--- src/rtl/decoder2x4_pipe_pkg.sv ---
// Shared defaults and occupancy encoding for the pipelined 2-to-4 decoder.
package decoder2x4_pipe_pkg;

    localparam int unsigned CODE_W_DEF = 2;
    localparam int unsigned CNT_W_DEF  = 8;

    typedef enum logic [1:0] {
        EMPTY = 2'd0,
        ONE   = 2'd1,
        FULL  = 2'd2
    } occ_e;

endpackage

--- src/rtl/decoder2x4_pipe_sat_counter.sv ---
// Saturating up-counter with synchronous clear; clear has priority over increment.
module sat_counter #(
    parameter int unsigned CNT_W = 8
) (
    input  logic             clk,
    input  logic             rst_n,
    input  logic             inc,
    input  logic             clr,
    output logic [CNT_W-1:0] cnt
);

    always_ff @(posedge clk or negedge rst_n) begin
        if (!rst_n) begin
            cnt <= '0;
        end else if (clr) begin
            cnt <= '0;
        end else if (inc && (cnt != '1)) begin
            cnt <= cnt + CNT_W'(1);
        end
    end

endmodule

--- src/rtl/decoder2x4_pipe.sv ---
// Registered binary-to-one-hot decoder with a 2-entry skid buffer and
// per-line saturating hit counters.
module decoder2x4_pipe
    import decoder2x4_pipe_pkg::*;
#(
    parameter  int unsigned CODE_W = CODE_W_DEF,
    parameter  int unsigned CNT_W  = CNT_W_DEF,
    localparam int unsigned LINES  = 2**CODE_W
) (
    input  logic                   clk,
    input  logic                   rst_n,
    input  logic                   in_valid,
    output logic                   in_ready,
    input  logic [CODE_W-1:0]      in_code,
    input  logic                   in_en,
    output logic                   out_valid,
    input  logic                   out_ready,
    output logic [LINES-1:0]       out_onehot,
    input  logic                   cnt_clr,
    output logic [LINES*CNT_W-1:0] hit_cnt
);

    occ_e             state_q;
    occ_e             state_d;
    logic [LINES-1:0] out_reg;
    logic [LINES-1:0] skid_reg;
    logic [LINES-1:0] pattern;
    logic             skid_valid;
    logic             accept;
    logic             emit;

    function automatic logic [LINES-1:0] decode(input logic [CODE_W-1:0] code,
                                                input logic              en);
        logic [LINES-1:0] p;
        p = '0;
        if (en) p[code] = 1'b1;
        return p;
    endfunction

    assign pattern = decode(in_code, in_en);

    always_ff @(posedge clk or negedge rst_n) begin
        if (!rst_n) begin
            state_q <= EMPTY;
        end else begin
            state_q <= state_d;
        end
    end

    always_comb begin
        state_d = state_q;
        unique case (state_q)
            EMPTY: if (accept) state_d = ONE;
            ONE: begin
                if (accept && !emit)      state_d = FULL;
                else if (!accept && emit) state_d = EMPTY;
            end
            FULL:    if (emit) state_d = ONE;
            default: state_d = EMPTY;
        endcase
    end

    // Handshake flags decode only the state register, so in_ready never
    // depends combinationally on out_ready.
    always_comb begin
        out_valid  = (state_q != EMPTY);
        skid_valid = (state_q == FULL);
        in_ready   = !skid_valid;
        accept     = in_valid && !skid_valid;
        emit       = out_valid && out_ready;
        out_onehot = out_reg;
    end

    always_ff @(posedge clk or negedge rst_n) begin
        if (!rst_n) begin
            out_reg  <= '0;
            skid_reg <= '0;
        end else begin
            unique case (state_q)
                EMPTY: if (accept) out_reg <= pattern;
                ONE: begin
                    if (accept && emit)  out_reg  <= pattern;
                    else if (accept)     skid_reg <= pattern;
                end
                FULL:    if (emit) out_reg <= skid_reg;
                default: ;
            endcase
        end
    end

    for (genvar i = 0; i < LINES; i++) begin : g_cnt
        sat_counter #(.CNT_W(CNT_W)) u_cnt (
            .clk   (clk),
            .rst_n (rst_n),
            .inc   (emit && out_reg[i]),
            .clr   (cnt_clr),
            .cnt   (hit_cnt[i*CNT_W +: CNT_W])
        );
    end

endmodule
--- config.mk ---
export PLATFORM = sky130hd
export DESIGN_NAME = decoder2x4_pipe
export DESIGN_NICKNAME = d
export VERILOG_FILES = /design/src/rtl/decoder2x4_pipe_pkg.sv /design/src/rtl/decoder2x4_pipe_sat_counter.sv /design/src/rtl/decoder2x4_pipe.sv
export SDC_FILE = /design/constraint.sdc
export NUM_CORES = 1
export LEC_CHECK = 0
export CAP_MARGIN = 25
export CELL_PAD_IN_SITES_DETAIL_PLACEMENT = 0
export CELL_PAD_IN_SITES_GLOBAL_PLACEMENT = 1
export CORE_ASPECT_RATIO = 1.1
export CORE_MARGIN = 3
export CORE_UTILIZATION = 43
export CTS_CLUSTER_SIZE = 25
export DETAILED_ROUTE_END_ITERATION = 10
export HOLD_SLACK_MARGIN = 0.12
export PLACE_DENSITY = 0.92
export SLEW_MARGIN = 20
export SYNTH_ARGS = -nofsm -noshare
export SYNTH_HDL_FRONTEND = slang
export SYNTH_SLANG_ARGS = --single-unit
--- constraint.sdc ---
create_clock -name clk -period 2.4 [get_ports clk]
set_clock_uncertainty 0.05 [all_clocks]
set_input_delay 0.48 -clock clk [delete_from_list [all_inputs] [get_ports clk]]
set_output_delay 0.48 -clock clk [all_outputs]
set_load 0.1 [all_outputs]
==> metrics.cfg <==
[floorplanning]
die_area_um2=6130
dieWidth_um=74.9
num_rows=26
start_util_pct=46.4
dieHeight_um=81.8
num_io_pins=46
core_area_um2=4850

[finish]
drive_gt1_share_pct=25.8
fillCellCount=430
final_common_cell=dfrtp_1
nNetsFinal=271
design_area_um2=2770
diodes=0
multi_input_area_um2=1130
largest_reg_flops=32
final-seq-area_um2=1050
area_growth_syn_to_layout_pct=23.3
mostFrequentLayoutCells=dfrtp_1 (42), buf_4 (40), nor2_1 (28), xor2_1 (20), o21ai_0 (10)

[drt]
via_count=1746
wirelength_um=4540
viasPerCell=5.53
ant_nets=0
drc=0
route.detailed.wl_per_inst_um=14.4
firstDrtPassIters=4
drtIter0Drc=55

[global_route]
antenna_found_initial=0
grt_pass1_vias=1635
top_usage_layer=met2
grt_usage_pct=16.1
grt_use_met2_pct=25.8
gr-usage-met3_pct=3.67
grt_max_degree=43
grt_pass1_wl_um=7600
globalRouteMet1Util_pct=20.6
overflow=0

[synth]
syn_area_per_cell_um2=10.7
synth_nets=222
syn_inst=210
synth_edf_count=0
async_flop_share_pct=100
ys_ff_latch=42
synth_area_um2=2250
yosys_warnings=0
ys.flop_type=dfrtp_1
yosysSeqAreaShare_pct=46.7
synth_cell_types=39

[critical_path]
cp.required_ns=1.87
critPathArrivalTime_ns=1.46
reg2reg_from=g_cnt[2].u_cnt.cnt[0]
ff2ff_path_depth=5
r2r_slack_ns=0.73
endpoint_kind=primary output
rr_endpoint=g_cnt[2].u_cnt.cnt[1]
critPathKind=flop to primary output
start_kind=flop
critical_path.startpoint=state_q[0]
critPathMaxFanout=11

[clocking]
cts_tree=built
clkLatencyLatePin_ns=0.30
post_cts_resized=0
clk_pin_slew_ns=0.08
clock_sinks=42
ctsHoldBuffers=0
cts_max_level=2
ctsLongestPathBuffers=2
cts_setup_buffers=0
cts_buffers=5
root_buffer=clkbuf_8

[placement]
place_hpwl_um=3300
numPortBuffers=45
gp_congestion=0.763
place_area_um2=2680

[pwr]
power.leakage_nw=1.35
p_per_area_nw_per_um2=659
power_mw=1.83
vdd_drop_max_uv=271

[sta]
max_freq_mhz=503
setup_viol=0
period_needed_ns=1.99
worst_hold_slack_ns=0.192
fin_crit_sh_pct=82.8
worst_pin_slew_ns=0.533
slew_violations=0
maxSlewHeadroom_pct=64.5
fin_setup_tns_ns=0
hold_viol=0
rsz0062_at_grt=no

[flow_run]
maxCapViolations=0

[outcome]
status=complete, no violations

[worst_hold_path]
min_path_type=input port to asynchronous set/reset pin

[per-layer routing]
metal  vias to the layer above  routed length [um]
met4                         0                  54
met2                        35                2250
li1                        853                   -
met5                         -                   0
met3                         7                 232
met1                       851                2000
[final cells by class]
| class | instances | area share, % |
|---|---|---|
| clock buffer | 6 | 2.98 |
| clock inverter | 2 | 0.451 |
| inverter | 5 | 0.677 |
| multi-input combinational | 156 | 40.8 |
| sequential | 42 | 37.9 |
| tap | 56 | 2.53 |
| timing repair buffer | 49 | 14.6 |
[critical path: stages, from the launching register on]
cell	delay, ns
dfrtp_1	0.54
nand2b_1	0.39
buf_12	0.23
[where the power goes]
part	switching (mW)	total, mW	internal, mW
registers	0.0569	0.812	0.755
logic	0.388	0.538	0.149
clock network	0.247	0.478	0.231
[how the worst max path moves through the flow]
| stage | endpoint | cells after the start |
|---|---|---|
| floorplan | g_cnt[0].u_cnt.cnt[1] | 5 |
| global placement | g_cnt[0].u_cnt.cnt[7] | 6 |
| detailed placement | skid_reg[1] | 5 |
| CTS | in_ready | 2 |
| global route | in_ready | 2 |
| finish | in_ready | 2 |
[synth_stat cells (all sizes together) (5+ instances only)]
master / n / share of area, %
a21oi: 8 / 1.8
xor2: 20 / 7.8
o2111ai: 8 / 3.1
nand4: 8 / 3.8
nor2: 28 / 4.7
inv: 5 / 0.83
nand3: 5 / 1.1
o21ai: 11 / 2.6
nand2: 5 / 0.83
dfrtp: 42 / 47
mux2i: 8 / 3.6
o211ai: 8 / 4.1
and2: 8 / 2.2
[kinds of logic (layout without fill, tap and decap cells)]
| group | count (synthesis) | count (layout) | synth area share [%] |
|---|---|---|---|
| muxes | 11 | 11 | 5.06 |
| and+or+nand+nor | 76 | 76 | 19.0 |
| buffers and inverters | 12 | 62 | 2.89 |
| xor gates and xnor gates | 20 | 20 | 7.79 |
| DFF | 42 | 42 | 46.7 |
| AOI/OAI and AO/OA | 45 | 45 | 16.3 |
| adders and majority gates | 4 | 4 | 2.23 |
[stage by stage]
stage	setup slack, ns	cells	util (%)
finish	0.412	316	57.2
global route	0.319	316	57.2
CTS	0.376	316	57.2
detailed placement	0.339	308	55.2
global placement	0.362	308	55.2
floorplan	0.149	210	-
No activity file was read; power rests on OpenSTA's default activity.
